[src/rtl/bcd_arb_pkg.sv]
// rtl/bcd_arb_pkg.sv - shared types and defaults for the BCD converter arbiter
package bcd_arb_pkg;

  typedef enum logic [1:0] {
    IDLE,
    LAUNCH,
    WAIT,
    CAPTURE
  } arb_state_t;

  typedef logic [6:0] seg_t;

  localparam int DEF_WORD_LENGTH = 8;
  localparam int DEF_NUM_REQ     = 4;

endpackage

[src/rtl/rr_arbiter.sv]
// rtl/rr_arbiter.sv - combinational round-robin pick starting at pointer
module rr_arbiter #(
  parameter int NUM_REQ = 4,
  parameter int PW      = (NUM_REQ > 1) ? $clog2(NUM_REQ) : 1
) (
  input  logic [NUM_REQ-1:0] req,
  input  logic [PW-1:0]      pointer,
  output logic [NUM_REQ-1:0] grant,
  output logic [PW-1:0]      grant_idx,
  output logic               any
);

  logic [PW-1:0] idx;

  // Walk from the farthest candidate back to the pointer so the closest requester wins.
  always_comb begin
    grant     = '0;
    grant_idx = '0;
    any       = 1'b0;
    idx       = '0;
    for (int k = NUM_REQ - 1; k >= 0; k--) begin
      idx = PW'((int'(pointer) + k) % NUM_REQ);
      if (req[idx]) begin
        grant      = '0;
        grant[idx] = 1'b1;
        grant_idx  = idx;
        any        = 1'b1;
      end
    end
  end

endmodule

[src/rtl/bcd_conv_arbiter.sv]
// rtl/bcd_conv_arbiter.sv - shares one binary-to-BCD converter among NUM_REQ requesters
// Optional WAIT watchdog and sticky err flag: define BCD_ARB_TIMEOUT_EN.
module bcd_conv_arbiter
  import bcd_arb_pkg::*;
#(
  parameter int WORD_LENGTH    = DEF_WORD_LENGTH,
  parameter int NUM_REQ        = DEF_NUM_REQ,
  parameter int TIMEOUT_CYCLES = 64
) (
  input  logic                           clk,
  input  logic                           reset,
  input  logic                           enable,
  input  logic [NUM_REQ-1:0]             req,
  input  logic [NUM_REQ*WORD_LENGTH-1:0] bin_in,
  output logic [NUM_REQ-1:0]             grant,
  output logic [NUM_REQ-1:0]             done,
  output seg_t                           U,
  output seg_t                           T,
  output seg_t                           H,
  output logic                           sign,
  output logic                           busy,
  output logic                           err,
  output logic                           conv_start,
  output logic [WORD_LENGTH-1:0]         conv_bin,
  input  logic                           conv_ready,
  input  seg_t                           conv_U,
  input  seg_t                           conv_T,
  input  seg_t                           conv_H,
  input  logic                           conv_sign
);

  localparam int PW = (NUM_REQ > 1) ? $clog2(NUM_REQ) : 1;

  if (NUM_REQ < 2 || NUM_REQ > 8 || TIMEOUT_CYCLES < 1) begin : g_bad_cfg
    $error("bcd_conv_arbiter: unsupported parameter set");
  end

  arb_state_t             state, state_nx;
  logic [NUM_REQ-1:0]     arb_grant;
  logic [PW-1:0]          arb_idx, g_idx, ptr;
  logic                   arb_any, armed, ready_hit, tmo_hit;
  logic [WORD_LENGTH-1:0] bin_sel;

  rr_arbiter #(.NUM_REQ(NUM_REQ), .PW(PW)) u_rr (
    .req       (req),
    .pointer   (ptr),
    .grant     (arb_grant),
    .grant_idx (arb_idx),
    .any       (arb_any)
  );

  always_comb begin
    bin_sel = '0;
    for (int i = 0; i < NUM_REQ; i++) begin
      if (arb_idx == PW'(i)) bin_sel = bin_in[i*WORD_LENGTH +: WORD_LENGTH];
    end
  end

  // Only a ready that follows a seen-low ready belongs to the current job.
  assign ready_hit = (state == WAIT) && armed && conv_ready;

`ifdef BCD_ARB_TIMEOUT_EN
  localparam int TW = $clog2(TIMEOUT_CYCLES + 1);
  logic [TW-1:0] tmo_cnt;
  logic          err_q;

  assign tmo_hit = (state == WAIT) && !ready_hit && (tmo_cnt == TW'(TIMEOUT_CYCLES - 1));
  assign err     = err_q;

  always_ff @(posedge clk or negedge reset) begin
    if (!reset) begin
      tmo_cnt <= '0;
      err_q   <= 1'b0;
    end else begin
      if (state == LAUNCH)    tmo_cnt <= '0;
      else if (state == WAIT) tmo_cnt <= tmo_cnt + TW'(1);
      if (tmo_hit)            err_q   <= 1'b1;
    end
  end
`else
  assign tmo_hit = 1'b0;
  assign err     = 1'b0;
`endif

  always_ff @(posedge clk or negedge reset) begin
    if (!reset) state <= IDLE;
    else        state <= state_nx;
  end

  always_comb begin
    state_nx = state;
    case (state)
      IDLE:    if (enable && arb_any) state_nx = LAUNCH;
      LAUNCH:  state_nx = WAIT;
      WAIT:    if (ready_hit || tmo_hit) state_nx = CAPTURE;
      CAPTURE: state_nx = IDLE;
      default: state_nx = IDLE;
    endcase
  end

  assign conv_start = (state == LAUNCH);
  assign busy       = (state != IDLE);
  assign done       = (state == CAPTURE) ? grant : '0;

  // Results are latched on entry to CAPTURE so they are valid while done is high.
  always_ff @(posedge clk or negedge reset) begin
    if (!reset) begin
      grant    <= '0;
      g_idx    <= '0;
      ptr      <= '0;
      armed    <= 1'b0;
      conv_bin <= '0;
      U        <= '0;
      T        <= '0;
      H        <= '0;
      sign     <= 1'b0;
    end else begin
      case (state)
        IDLE: begin
          if (enable && arb_any) begin
            grant    <= arb_grant;
            g_idx    <= arb_idx;
            conv_bin <= bin_sel;
          end
        end
        LAUNCH: armed <= 1'b0;
        WAIT: begin
          if (!conv_ready) armed <= 1'b1;
          if (ready_hit) begin
            U    <= conv_U;
            T    <= conv_T;
            H    <= conv_H;
            sign <= conv_sign;
          end
        end
        CAPTURE: begin
          grant <= '0;
          ptr   <= (g_idx == PW'(NUM_REQ - 1)) ? '0 : g_idx + PW'(1);
        end
        default: ;
      endcase
    end
  end

endmodule
[config.mk]
export PLATFORM = sky130hd
export DESIGN_NAME = bcd_conv_arbiter
export DESIGN_NICKNAME = d
export VERILOG_FILES = /design/src/rtl/bcd_arb_pkg.sv /design/src/rtl/rr_arbiter.sv /design/src/rtl/bcd_conv_arbiter.sv
export SDC_FILE = /design/constraint.sdc
export NUM_CORES = 1
export LEC_CHECK = 0
export CORE_MARGIN = 5
export CORE_UTILIZATION = 47
export DETAILED_ROUTE_END_ITERATION = 8
export PLACE_DENSITY = 0.84
export SLEW_MARGIN = 10
export SYNTH_ARGS = -nofsm -noshare
export SYNTH_HDL_FRONTEND = slang
export SYNTH_SLANG_ARGS = --single-unit
[constraint.sdc]
create_clock -name clk -period 7.76 [get_ports clk]
set_input_delay 1.552 -clock clk [delete_from_list [all_inputs] [get_ports clk]]
set_output_delay 1.552 -clock clk [all_outputs]
set_load 0.005 [all_outputs]
==> results.json, run 1 <==
{
  "status": "complete, no violations",
  "die-area_um2": 6872,
  "synth_flop_cell": "dfrtp_1",
  "leakagePower_nw": 1.496,
  "ys_top_cells_by_area": "dfrtp_1 (41%), mux2_2 (11%), ha_1 (7.0%)",
  "synth_top_cell_by_area": "dfrtp_1",
  "critPathMaxStageDelay_ps": 710,
  "die_h_um": 82.90,
  "gp_congestion": 0.8053,
  "postSynthAreaPerCell_um2": 10.67,
  "cts_max_level": 2,
  "routed-via-count": 2187,
  "drc": 0,
  "finalHoldViolations": 0,
  "pwr-share-comb_pct": 56.2,
  "clock-sinks": 41,
  "p_sw_share_pct": 38.07,
  "cts_resized": 0,
  "period_share_pct": 50.36,
  "worst_pin_slew_ps": 1115,
  "die_x_um": 82.90,
  "endpoint_kind": "register",
  "maxSlewViolCount": 0,
  "power_mw": 1.214,
  "synthArstFlopShare_pct": 100.0,
  "seqPwrFrac_pct": 32.2,
  "min_path_type": "register to register",
  "ys_warn_count": 0,
  "n_antenna_cell": 0,
  "fmax_mhz": 255.9,
  "fin_nets": 400,
  "drive_gt1_share_pct": 11.08,
  "synth_cell_types": 43,
  "synth-seq-cells": 41,
  "holdWs_ps": 485.7,
  "finalCriticalPeriod_ps": 3908,
  "dr.pass1.iters": 4,
  "worst_ep_arrival_time_ps": 4110,
  "syn_area_um2": 2497,
  "detailed_place_hpwl_mm": 5.207,
  "finClkSkew_ps": 3.657,
  "synth_seq_area_share_pct": 41.08,
  "ys_top_cells_by_count": "dfrtp_1 (41), mux2_2 (24), inv_1 (15)",
  "cp_cell_sequence": "clkdlybuf4s50_1 > or4_1 > nand3_1 > nor3b_1 > a22oi_1 > o21ai_0",
  "grt_pass1_vias": 2430,
  "grt.total_usage_pct": 19.52,
  "synthCells": 234,
  "drt-initial-drc-count": 203,
  "cp_max_fo": 28,
  "fin_tns_setup_ps": 0,
  "slowest_stage": "nor3b_1",
  "cts_root_buf": "clkbuf_8",
  "drv_cap": 0,
  "grt_first_pass_wirelength_mm": 11.32,
  "numCtsBuffers": 5,
  "io_pins": 103,
  "core_um2": 5140,
  "max-vdd-ir-drop_mv": 0.2055,
  "cts_tree": "done",
  "grt_max_degree": 42,
  "cts_setup_buffers": 0,
  "grt.overflow.total": 0,
  "synth_most_common_cell": "dfrtp_1",
  "rows": 26,
  "antenna_found_initial": 0,
  "power_density_nw_per_um2": 339.4,
  "p_int_uw": 752.1,
  "switchingPower_uw": 462.3,
  "clkLatencyLatePin_ps": 290,
  "cp.required_ps": 7960,
  "synth_top_area_share_pct": 41.08,
  "viasPerCell": 5.537,
  "setup_viol": 0,
  "clk_pin_slew_ps": 80,
  "slew-limit-headroom_pct": 25.65,
  "portBuffers": 101,
  "postRouteWirelength_mm": 6.895,
  "start_util_pct": 48.59,
  "cts_hold_buf": 0,
  "syn2layout_area_growth_pct": 43.29,
  "rsz0062_at_grt": "no",
  "clockPowerShare_pct": 11.7,
  "synth_edf_count": 0,
  "startpoint_type": "input port",
  "criticalPathCategory": "input port to register",
  "ant_nets": 0,
  "routedWlPerCell_um": 17.46,
  "rrSetupSlack_ps": 4450,
  "clockBufferDepth": 2,
  "syn-num-nets": 310
}
[state kept, by name (all words and copies together), names as in the netlist]
signal	cells
state	2
H	7
armed	1
g_idx	2
U	7
conv_bin	8
T	7
grant	4
sign	1
ptr	2
[power groups by stage]
stage	combinational, mW	sequential [mW]	clock [mW]
after detailed placement	0.680	0.392	0
after CTS	0.684	0.390	0.145
after global routing	0.745	0.406	0.155
after floorplan	0.400	0.376	0
after global placement	0.659	0.386	0
final	0.682	0.391	0.142
[cells in the final DEF (no fill, tap or decap), types with 6 or more instances in the layout]
cell,n
clkdlybuf4s50_1,100
dfrtp_1,41
ha_1,14
inv_1,15
mux2_2,24
mux2i_1,8
nand2_1,14
nand2b_1,7
nor2_1,8
o2111a_1,8
o2111ai_1,6
o211ai_1,8
o21ai_0,11
or4_1,7
[metrics by stage]
step	worst slack [ps]	area, um2	instances	utilization [%]
floorplan	4374	2497	234	-
global placement	3762	3491	387	67.92
detailed placement	3597	3491	387	67.92
CTS	3928	3578	395	69.62
global route	3700	3578	395	69.62
finish	3852	3578	395	69.62
[per-layer routing]
metal / wire length [um] / global-route usage (%)
met3: 635 / 8.218
met4: 56 / 4.903
met5: 0 / 0
met2: 3398 / 33.45
met1: 2805 / 22.46
[area by class of cell]
type | count | area (um2)
Fill cell | 410 | 1562
Multi-Input combinational cell | 160 | 1315
Sequential cell | 41 | 1026
Timing Repair Buffer | 101 | 1006
Tap cell | 70 | 87.58
Clock buffer | 6 | 72.57
Inverter | 15 | 56.30
Clock inverter | 2 | 15.01
[final timing paths]
| kind | cells after the start | start | to |
|---|---|---|---|
| min in group asynchronous | 1 | reset | T[4]$_DFFE_PN0P_ |
| worst max register to register | 7 | ptr[1]$_DFFE_PN0P_ | conv_bin[2]$_DFFE_PN0P_ |
| worst min-delay path | 2 | g_idx[1]$_DFFE_PN0P_ | g_idx[1]$_DFFE_PN0P_ |
| worst min register to register | 2 | g_idx[1]$_DFFE_PN0P_ | g_idx[1]$_DFFE_PN0P_ |
| worst max-delay path | 6 | req[0] | grant[1]$_DFFE_PN0P_ |
| max in group asynchronous | 1 | reset | state[1]$_DFFE_PN0P_ |
[kinds of logic after synthesis]
kind of cell	synth area share, %
AO/OA/AOI/OAI	18.54
AND/OR/NAND/NOR	12.32
flip-flops	41.08
buffers and inverters	6.262
multiplexers	14.63
adder cells (fa/ha/maj)	7.014
other	0.1502
[worst max-delay path: cells and delay by family]
kind	cells	cell delay [ps]
AOI/OAI and AO/OA	2	250
and+or+nand+nor	3	1630
buffers and inverters	1	670
No activity file was read; power rests on OpenSTA's default activity.
==> inputs of run 2 (changes only) <==
--- a/config.mk
+++ b/config.mk
@@ -6,9 +6,9 @@
 export NUM_CORES = 1
 export LEC_CHECK = 0
 export CORE_MARGIN = 5
-export CORE_UTILIZATION = 47
+export CORE_UTILIZATION = 39
 export DETAILED_ROUTE_END_ITERATION = 8
-export PLACE_DENSITY = 0.84
+export PLACE_DENSITY = 0.74
 export SLEW_MARGIN = 10
 export SYNTH_ARGS = -nofsm -noshare
 export SYNTH_HDL_FRONTEND = slang
==> constraint.sdc (replaced) <==
create_clock -name clk -period 3.15 [get_ports clk]
set_input_delay 0.63 -clock clk [delete_from_list [all_inputs] [get_ports clk]]
set_output_delay 0.63 -clock clk [all_outputs]
set_load 0.005 [all_outputs]
==> run 2 against run 1 <==
Compared with the run above:
- register-to-register slack got worse by 4000 ps
- cell count increased by 4.1%
- sequential power grew 130%
- final area up 2.4%
- core utilization is 11 points lower
- largest cell class unchanged
- largest power group unchanged
- highest routed layer unchanged
==> results.json, run 2 (synthesis results as in run 1) <==
{
  "status": "complete, no violations",
  "grt.total_usage_pct": 16.62,
  "cts_hold_buf": 0,
  "clockPowerShare_pct": 11.3,
  "clockBufferDepth": 2,
  "switchingPower_mw": 1.127,
  "cpLargestDelayFamily": "simple AND/OR/NAND/NOR gates",
  "rrSetupSlack_ps": 470,
  "critPathMaxStageDelay_ps": 650,
  "place_inst": 403,
  "rsz0062_at_grt": "no",
  "pwr-share-comb_pct": 58.7,
  "core_um2": 6277,
  "rows": 29,
  "antenna_found_initial": 0,
  "cp_max_fo": 17,
  "p_sw_share_pct": 37.09,
  "viasPerCell": 5.479,
  "slew-limit-headroom_pct": 38.15,
  "die-area_um2": 8104,
  "cts_setup_buffers": 0,
  "die_h_um": 90.02,
  "routed-via-count": 2252,
  "dr.pass1.iters": 4,
  "fin_tns_setup_ps": 0,
  "worst_pin_slew_ps": 927.7,
  "drt-initial-drc-count": 86,
  "maxSlewViolCount": 0,
  "syn2layout_area_growth_pct": 46.79,
  "design_area_um2": 3666,
  "startpoint_type": "input port",
  "period_share_pct": 85.26,
  "layout_commonest_cell": "clkdlybuf4s50_1",
  "fillCellCount": 541,
  "io_pins": 103,
  "portBuffers": 101,
  "worst_ep_arrival_time_ps": 2860,
  "postRouteWirelength_mm": 6.782,
  "grt_max_degree": 42,
  "die_x_um": 90.02,
  "final_util_pct": 58.40,
  "worstReg2RegEnd": "conv_bin[2]$_DFFE_PN0P_",
  "seqPwrFrac_pct": 30.0,
  "largest_reg_flops": 8,
  "ant_nets": 0,
  "start_util_pct": 39.78,
  "finClkSkew_ps": 7.094,
  "endpoint_kind": "register",
  "drive_gt1_share_pct": 13.77,
  "power_density_nw_per_um2": 828.5,
  "cts_max_level": 2,
  "n_antenna_cell": 0,
  "numCtsBuffers": 5,
  "cts_root_buf": "clkbuf_8",
  "grt_pass1_vias": 2457,
  "layout.cells.non_filler": 411,
  "finalCriticalPeriod_ps": 2686,
  "power_mw": 3.037,
  "gp_congestion": 0.8034,
  "criticalPathCategory": "input port to register",
  "placed_cell_area_um2": 3580,
  "fin_nets": 409,
  "cp_cell_sequence": "clkdlybuf4s50_1 > nor4b_1 > or4_4 > o21a_4 > or4_1 > o2111a_1",
  "critical_path_buf_inv_count": 1,
  "cts_resized": 0,
  "min_path_type": "input port to async pin",
  "routedWlPerCell_um": 16.50,
  "cts_tree": "done",
  "drv_cap": 0,
  "finalHoldViolations": 0,
  "slowest_stage": "clkdlybuf4s50_1",
  "clkLatencyLatePin_ps": 300,
  "grt.overflow.total": 0,
  "setup_viol": 0,
  "max-vdd-ir-drop_mv": 0.5151,
  "fmax_mhz": 372.4,
  "clock-sinks": 41,
  "r2r_start": "ptr[1]$_DFFE_PN0P_",
  "p_int_mw": 1.911,
  "drc": 0,
  "grt_first_pass_wirelength_mm": 11.33,
  "largest_register": "conv_bin",
  "detailed_place_hpwl_mm": 5.146,
  "clk_pin_slew_ps": 80,
  "layout_common_cells": "clkdlybuf4s50_1 (100), dfrtp_1 (41), mux2_2 (24), inv_1 (15)",
  "cp.required_ps": 3330,
  "leakagePower_nw": 1.550,
  "r2r_cells": 7
}
[run 2: routing by layer]
metal	global-route usage, %	routed length, um	share of wire (%)
met3	7.429	655	9.7
met5	0	0	0
met2	27.13	3184	47
met1	18.79	2748	41
met4	6.948	194	2.9
[run 2: how the worst max path moves through the flow]
stage / from / to / slack, ps / depth (start not counted)
global route: ptr[1]$_DFFE_PN0P_ / conv_bin[2]$_DFFE_PN0P_ / 340 / 7
detailed placement: req[1] / conv_bin[2]$_DFFE_PN0P_ / 180 / 6
CTS: ptr[1]$_DFFE_PN0P_ / conv_bin[2]$_DFFE_PN0P_ / 460 / 7
global placement: req[1] / conv_bin[2]$_DFFE_PN0P_ / 230 / 6
finish: req[1] / conv_bin[2]$_DFFE_PN0P_ / 460 / 6
floorplan: ptr[0]$_DFFE_PN0P_ / conv_bin[0]$_DFFE_PN0P_ / 390 / 10
[run 2: metrics by stage]
stage / worst slack (ps) / hold slack, ps
2_1_floorplan: 390.7 / 334.4
3_3_place_gp: 230.5 / 469.7
3_5_place_dp: 175.6 / 494.2
4_1_cts: 459.2 / 504.5
5_1_grt: 342.2 / 526.0
6_report: 464.4 / 469.5
[run 2: layout make-up]
class	instances	area, um2	share of cell area [%]
Multi-Input combinational cell	160	1315	35.87
Timing Repair Buffer	110	1086	29.62
Sequential cell	41	1026	27.99
Tap cell	77	96.34	2.628
Clock buffer	5	68.82	1.877
Inverter	15	56.30	1.536
Clock inverter	3	17.52	0.4778
[run 2: power by group through the flow]
| stage | sequential [mW] | combinational (mW) | clock (mW) |
|---|---|---|---|
| 2_1_floorplan | 0.927 | 0.985 | 0 |
| 3_3_place_gp | 0.906 | 1.75 | 0 |
| 3_5_place_dp | 0.920 | 1.78 | 0 |
| 4_1_cts | 0.915 | 1.80 | 0.352 |
| 5_1_grt | 0.951 | 1.97 | 0.378 |
| 6_report | 0.911 | 1.78 | 0.343 |
